File: src/rtl/button_conditioner_pkg.sv
// button_conditioner_pkg: state encodings and 12 MHz default timing constants for the button conditioner
package button_conditioner_pkg;

    typedef enum logic [1:0] {
        IDLE       = 2'd0,
        DB_PRESS   = 2'd1,
        PRESSED    = 2'd2,
        DB_RELEASE = 2'd3
    } state_t;

    localparam int CLK_HZ              = 12_000_000;
    localparam int DEBOUNCE_CYCLES_DEF = CLK_HZ / 100;
    localparam int CNT_W_DEF           = 17;
    localparam int HOLD_CYCLES_DEF     = CLK_HZ;
    localparam int HOLD_W_DEF          = 24;

endpackage

File: src/rtl/sync_2ff.sv
// sync_2ff: 1-bit two-flop synchroniser with synchronous reset to 0
module sync_2ff (
    input  logic clk,
    input  logic rst,
    input  logic d,
    output logic q
);

    logic meta;

    // shift the asynchronous input through two flops to settle metastability
    always_ff @(posedge clk) begin
        if (rst) begin
            meta <= 1'b0;
            q    <= 1'b0;
        end else begin
            meta <= d;
            q    <= meta;
        end
    end

endmodule

File: src/rtl/button_conditioner.sv
// button_conditioner: synchronise, invert and debounce an active-low button; optional long-press via BUTTON_CONDITIONER_LONG_PRESS_EN
module button_conditioner
    import button_conditioner_pkg::*;
#(
    parameter int DEBOUNCE_CYCLES = DEBOUNCE_CYCLES_DEF,
    parameter int CNT_W           = CNT_W_DEF,
    parameter int HOLD_CYCLES     = HOLD_CYCLES_DEF,
    parameter int HOLD_W          = HOLD_W_DEF
) (
    input  logic clk,
    input  logic rst,
    input  logic btn_n,
    output logic btn_level,
    output logic press_pulse,
    output logic release_pulse,
    output logic long_press
);

    localparam logic [CNT_W-1:0] CNT_LAST = CNT_W'(DEBOUNCE_CYCLES - 1);

    state_t           state, state_n;
    logic [CNT_W-1:0] cnt, cnt_n;
    logic             s;
    logic             level_n, press_n, release_n;

    sync_2ff u_sync (
        .clk (clk),
        .rst (rst),
        .d   (~btn_n),
        .q   (s)
    );

    // next-state, debounce counter and registered-output values
    always_comb begin
        state_n   = state;
        cnt_n     = cnt;
        level_n   = btn_level;
        press_n   = 1'b0;
        release_n = 1'b0;
        case (state)
            IDLE: begin
                if (s) begin
                    state_n = DB_PRESS;
                    cnt_n   = '0;
                end
            end
            DB_PRESS: begin
                if (!s) begin
                    state_n = IDLE;
                end else if (cnt == CNT_LAST) begin
                    state_n = PRESSED;
                    level_n = 1'b1;
                    press_n = 1'b1;
                end else begin
                    cnt_n = cnt + CNT_W'(1);
                end
            end
            PRESSED: begin
                if (!s) begin
                    state_n = DB_RELEASE;
                    cnt_n   = '0;
                end
            end
            DB_RELEASE: begin
                if (s) begin
                    state_n = PRESSED;
                end else if (cnt == CNT_LAST) begin
                    state_n   = IDLE;
                    level_n   = 1'b0;
                    release_n = 1'b1;
                end else begin
                    cnt_n = cnt + CNT_W'(1);
                end
            end
            default: state_n = IDLE;
        endcase
    end

    // state, counter and output registers
    always_ff @(posedge clk) begin
        if (rst) begin
            state         <= IDLE;
            cnt           <= '0;
            btn_level     <= 1'b0;
            press_pulse   <= 1'b0;
            release_pulse <= 1'b0;
        end else begin
            state         <= state_n;
            cnt           <= cnt_n;
            btn_level     <= level_n;
            press_pulse   <= press_n;
            release_pulse <= release_n;
        end
    end

`ifdef BUTTON_CONDITIONER_LONG_PRESS_EN
    localparam logic [HOLD_W-1:0] HOLD_LAST = HOLD_W'(HOLD_CYCLES);

    logic [HOLD_W-1:0] hold_cnt, hold_n;
    logic              long_n;

    // hold counter: cleared on a fresh press or on return to idle, saturating while held
    always_comb begin
        hold_n = hold_cnt;
        long_n = 1'b0;
        if (state_n == IDLE || (state == DB_PRESS && state_n == PRESSED)) begin
            hold_n = '0;
        end else if ((state == PRESSED || state == DB_RELEASE) && hold_cnt != HOLD_LAST) begin
            hold_n = hold_cnt + HOLD_W'(1);
            long_n = (hold_n == HOLD_LAST);
        end
    end

    // hold counter and long-press pulse registers
    always_ff @(posedge clk) begin
        if (rst) begin
            hold_cnt   <= '0;
            long_press <= 1'b0;
        end else begin
            hold_cnt   <= hold_n;
            long_press <= long_n;
        end
    end
`else
    assign long_press = 1'b0;
`endif

endmodule

File: config.mk
export PLATFORM = sky130hd
export DESIGN_NAME = button_conditioner
export DESIGN_NICKNAME = d
export VERILOG_FILES = /design/src/rtl/button_conditioner_pkg.sv /design/src/rtl/sync_2ff.sv /design/src/rtl/button_conditioner.sv
export SDC_FILE = /design/constraint.sdc
export NUM_CORES = 1
export LEC_CHECK = 0
export CELL_PAD_IN_SITES_DETAIL_PLACEMENT = 0
export CELL_PAD_IN_SITES_GLOBAL_PLACEMENT = 1
export CORE_AREA = 2 2 51 65
export CTS_CLUSTER_DIAMETER = 150
export DETAILED_ROUTE_END_ITERATION = 16
export DIE_AREA = 0 0 53 67
export GPL_TIMING_DRIVEN = 0
export PLACE_DENSITY_LB_ADDON = 0.1
export SYNTH_ARGS = -nofsm -noshare
export SYNTH_HDL_FRONTEND = slang
export SYNTH_SLANG_ARGS = --single-unit
File: constraint.sdc
create_clock -name clk -period 4.7 [get_ports clk]
set_input_delay 0.47 -clock clk [delete_from_list [all_inputs] [get_ports clk]]
set_output_delay 0.47 -clock clk [all_outputs]
set_load 0.01 [all_outputs]
# After elaboration in Yosys (flattened, before gate mapping)
# Cells that the tools add are included.
op_classes:
  magnitude_cmp: 0
  bitwise: 4
  add_sub_neg: 1
  div_mod_pow: 0
  n_mux: 19
  multipliers: 0
  n_shift: 0
  eq_ne: 12
  reduce_logical: 7
ops:
  columns: ["operator", "count"]
  rows:
  - ["$mux W17", 5]
  - ["$pmux W17 S4", 1]
  - ["$add A17 B1 Y17 const B", 1]
  - ["$eq A17 B17 Y1 const B", 1]
  - ["$mux W2", 6]
  - ["$ne A2 B2 Y1 const B", 4]
  - ["$pmux W2 S4", 1]
  - ["$reduce_and A4 Y1", 2]
  - ["$reduce_or A3 Y1", 2]
  - ["$mux W1", 5]
  - ["$reduce_and A5 Y1", 1]
  - ["$eq A2 B2 Y1 const B", 2]
  - ["$ne A2 B1 Y1 const B", 2]
  - ["$not A1 Y1", 4]
  - ["$ne A3 B2 Y1 const B", 1]
  - ["$ne A3 B3 Y1 const B", 1]
  - ["$eq A2 B1 Y1 const B", 1]
  - ["$logic_not A2 Y1", 1]
  - ["$pmux W1 S2", 1]
  - ["$reduce_bool A2 Y1", 1]
word_totals:
  wordCells: 50
  memories: 0
  latch_bits: 0
  regBits: 24
  rom_bits: 0
  ramBits: 0

# Logic depth before layout (Yosys ltp)
logic_depth:
  depth_word: 4
  depth_mapped: 7

# Cells and area by module
# A second synthesis with hierarchy kept.
hier_totals:
  hier_cells: 142
  hier_area_um2: 1186.1
modules_own_cells:
  columns: ["mod", "cells_each", "n_inst", "area_each_um2", "seq_area_each_um2"]
  rows:
  - ["button_conditioner", 138, 1, 1133.6, 440.4]
  - ["sync_2ff", 4, 1, 52.6, 40.0]

# Least setup slack after synthesis
# OpenSTA, ideal clock, no wires.
synth_timing:
  kind: "reg2reg"
  from: "reg cnt[6]"
  to: "reg cnt[12]"
  arrival_time_ps: 1879
  synth_period_minus_slack_ps: 2015
  required_time_ps: 4564
  path_buffers: 2
  path_slack_ps: 2685
  setup_time_ps: 136
  path_stages_with_launch: 7
  cell_sequence: "dfxtp_1 or4b_4 or4_4 buf_6 buf_8 o2111ai_1 o221ai_1"
synth_between:
  elab_chain_len: 4
  elab_cells_between_ends: 6
synth_rtl:
  columns: ["item", "line", "text"]
  rows:
  - ["from (decl)", "button_conditioner.sv:22", "logic [CNT_W-1:0] cnt, cnt_n;"]
  - ["from (signal assigned)", "button_conditioner.sv:89", "cnt <= cnt_n;"]
  - ["$add A17 B1 Y17 / $eq A17 B17 Y1 (equally long branches)", null, null]
  - ["$mux W17 (*)", "button_conditioner.sv:50, button_conditioner.sv:67", null]
  - ["$mux W17 (on tied branches)", "button_conditioner.sv:65, button_conditioner.sv:48", null]
  - ["$pmux W17 S4 (*)", "button_conditioner.sv:40", "case (state)"]
# Mark *: on every way between the ends. The rest lies on a longest branch, timed or not. The select of a mux whose other input is x is not followed.
# A chain may end at the register's enable or synchronous reset.

# Worst setup path in the final report
layout_timing:
  from: "reg cnt[6]"
  to: "reg cnt[15]"
# Same word-level chain as after synthesis.

==> results by group <==
Yosys
  • Synthesized cell area: 0.00128 sq mm
  • Library cell with the largest summed area after synthesis: sky130_fd_sc_hd__dfxtp_1
  • Compound-cell area share of the yosys netlist: 23.4%
  • Count of distinct cell types in the synthesized netlist: 45
  • Post-synthesis instance total: 152
  • Combinational family with the most area after synthesis: simple AND/OR/NAND/NOR gates
  • Post-synthesis mux area share: 1.57%
  • Synth async-reset ratio: 0%
  • Post-synth top area share: about 38%
  • Cell types with the largest area share after synthesis: sky130_fd_sc_hd__dfxtp_1 38%, sky130_fd_sc_hd__o211ai_1 5.3%, sky130_fd_sc_hd__inv_1 4.4%
  • Fraction of the yosys area taken by sequential cells: a little under two fifths
  • Warnings from Yosys: 0
  • Synthesis-stage register bit count: 24
  • Share of synthesized cell area in and, or, nand and nor gates: about a quarter
  • Post-synthesis share of cell area spent on xor and xnor gates: ~1.4%
  • Post-synth EDFFs: 0
  • Avg Inst Size Synth: ~8.4 sq um
  • Net count after synthesis: ~160
  • Adder-cell share of the synthesized area: 0.979%
  • Most frequent cell after synthesis: sky130_fd_sc_hd__dfxtp_1
  • Most frequently used flop master after synthesis: sky130_fd_sc_hd__dfxtp_1
  • Top cells by instance count after synthesis: 24 x sky130_fd_sc_hd__dfxtp_1, 15 x sky130_fd_sc_hd__inv_1, 11 x sky130_fd_sc_hd__nand3_1

Die
  • # rows: 22
  • Area of the die: between 0.003 and 0.004 sq mm
  • Initial Util: 44.2%
  • Vert. Die Dim: around 67 um
  • Core box area: just under 0.003 sq mm
  • Die width: 53 um
  • IO Pins: 7

Placement
  • Total half-perimeter wirelength after legalization and detailed placement: around 2.3 mm
  • Number of instances in the placed design: 193
  • Placer Congestion: around 0.86
  • Number of port buffers: 5

Route
  • DRC violations left: 0
  • Via count: around 1200
  • Detailed-routing iteration count for the pre-antenna-repair pass: 5
  • Iteration-0 DRC Markers: 29
  • Wire length per cell after detailed routing: between 15 and 20 um
  • Post-detailed-route count of antenna-violating nets: 0
  • Ratio of routed vias to standard cells: about 6.3
  • Wire length reported by the detailed router: 3.07 mm

Cells and area
  • Growth of design area from synthesis to finish: 9.21%
  • Fraction of final layout cells sized beyond drive strength 1: under 10%
  • Count of inserted antenna diode cells: 0
  • Fin nets: between 150 and 200
  • Core Util, Final: between 40% and 50%
  • Final-layout fill cell count: around 310
  • Non-filler instance count after layout: roughly 200

Clock tree
  • Post-CTS Setup Repair Bufs: 0
  • TritonCTS Sinks: 24
  • Clock root buffer master: sky130_fd_sc_hd__clkbuf_4
  • Later-pin clock latency in the skew report: 0.31 ns
  • Number of hold buffers added after cts: 0
  • CTS tree: built
  • Clock slew seen by the registers of the worst setup and hold paths: 0.12 ns
  • Post-cts gate resize count: 0
  • Deepest clock path buffer count: 2
  • Htree depth: 1
  • Number of buffers inserted during clock tree synthesis: 3

Worst setup path
  • WS Path Type: reg2reg
  • Data arrival time of the critical path: 2.56 ns
  • Critical path's slowest cell: sky130_fd_sc_hd__nor4_1
  • Critical Path Start Type: flip-flop
  • Crit path cell chain: or4b_4 -> nor4_1 -> a21oi_1 -> buf_2 -> o211ai_1
  • Largest fanout of any net on the critical path: 10
  • Required arrival time at the worst endpoint: around 4.9 ns
  • Critical Path End Type: flip-flop
  • Longest individual stage delay on the worst path: about 0.66 ns

STA
  • Fin Clk Skew: between 0.003 and 0.004 ns
  • Number of failing hold endpoints at the final stage: 0
  • Achievable clock frequency: approximately 430 MHz
  • RSZ-0062 raised after global routing: no
  • Worst slew slack as a fraction of its limit: 51.7%
  • Setup TNS: 0 ns
  • Count of pins over their slew limit: 0
  • Post-route fraction of the period consumed by the critical path: about half
  • Transition time at the pin with the least slew margin: between 0.7 and 0.8 ns
  • Number of setup violations in the final report: 0
  • Final critical path time including I/O delays and setup: between 2 and 2.5 ns

GRT
  • Number of antenna violations at the first check in global routing: 0
  • First-pass GRT wire length: roughly 5.2 mm
  • Via count of the first global-routing pass: approximately 1200
  • Overall fraction of global-route tracks in use: between 15 and 20%
  • Residual overflow from global routing: 0
  • Maximum number of pins on one net before global-route repair: 13

Pwr
  • IR drop worst, VDD: approximately 0.00012 V
  • Power per standard cell area: ~220 mW/mm^2
  • Proportion of total power due to net switching: around 23%
  • Clk network pwr share: between 20 and 30%
  • Static leakage power: 0.000395 uW
  • Register share of total power: about 67%
  • Comb pwr share: 4.9%
  • NetSw: ~70 uW
  • Internal Pwr Total: ~240 uW

Outcome
  • Result of the run: complete, no violations

Job
  • Number of maximum-capacitance violations: 0

Worst hold path
  • Class of the tightest hold or removal check: reg2reg
-- metal layers --
layer	global-route usage (%)	share of wire, %	vias up
met5	0	0	-
met4	9.29	2.0	0
met3	3.14	3.2	8
met2	34.5	51	33
met1	22.6	44	598
li1	-	-	600
-- layout make-up --
type	instances	area, sq um	area share (%)
inverter	15	56.3	4.04
buffer	8	53.8	3.86
timing repair buffer	5	50.0	3.59
multi-input combinational	105	687	49.2
tap	36	45.0	3.23
sequential	24	480	34.4
clock buffer	3	22.5	1.61
-- registers in the layout, indices dropped and copies added (netlist names), named ones only --
name and flops:
release_pulse 1, u_sync.q 1, u_sync.meta 1, btn_level 1
state 1, cnt 17, press_pulse 1
-- power groups by stage --
stage / registers (uW) / logic, uW / clock network [uW]
2_1_floorplan: 211 / 10.4 / 0
3_3_place_gp: 212 / 14.9 / 0
3_5_place_dp: 212 / 15.1 / 0
4_1_cts: 207 / 15.2 / 94.3
5_1_grt: 208 / 17.2 / 104
6_report: 207 / 15.3 / 89.0
-- logic make-up (layout without fill, tap and decap cells) --
group                    Yosys count  in the layout
AO/OA/AOI/OAI                     42             42
flip-flops                        24             24
buffers and inverters             23             31
AND/OR/NAND/NOR                   57             57
multiplexers                       2              2
other                              1              1
XOR/XNOR                           2              2
adder cells (fa/ha/maj)            1              1
-- layout by cell type, fill, tap and decap left out, drive strengths merged, types with 2 or more instances in the layout --
| master | synthesis | layout |
|---|---|---|
| o41ai | 2 | 2 |
| nor2 | 6 | 6 |
| inv | 15 | 15 |
| o211ai | 9 | 9 |
| clkdlybuf4s50 | 0 | 5 |
| a211oi | 2 | 2 |
| nor4 | 5 | 5 |
| o31a | 2 | 2 |
| o2111ai | 4 | 4 |
| a21oi | 6 | 6 |
| clkbuf | 4 | 7 |
| or4 | 3 | 3 |
| buf | 4 | 4 |
| or4b | 3 | 3 |
| nand3 | 11 | 11 |
| nand4 | 7 | 7 |
| dfxtp | 24 | 24 |
| or3 | 3 | 3 |
| mux2i | 2 | 2 |
| nor3 | 3 | 3 |
| a31oi | 2 | 2 |
| o21ai | 6 | 6 |
| and3 | 3 | 3 |
| o221ai | 4 | 4 |
| nand2 | 8 | 8 |
-- worst max-delay path, delay by kind of cell, from the launching register on --
kind | cells | cell delay, ns
AOI/OAI and AO/OA | 2 | 0.36
and+or+nand+nor | 2 | 1.26
buffers and inverters | 1 | 0.22
DFF | 1 | 0.41
-- path summary, 6_finish.rpt --
path / startpoint / endpoint / slack, ns / depth (start not counted)
worst min-delay path: u_sync.meta / u_sync.q / 0.46 / 1
worst max-delay path: cnt[6] / cnt[15] / 2.38 / 5
worst min register to register: u_sync.meta / u_sync.q / 0.46 / 1
worst max register to register: cnt[6] / cnt[15] / 2.38 / 5
-- stage by stage --
step	hold WS [ns]	total power [uW]	area [sq um]	setup slack, ns
floorplan	0.414	222	1280	2.68
global placement	0.427	227	1370	2.35
detailed placement	0.432	227	1370	2.38
CTS	0.460	317	1400	2.35
global route	0.476	329	1400	2.20
finish	0.457	312	1400	2.38
Power figures use the tool's default switching activity.
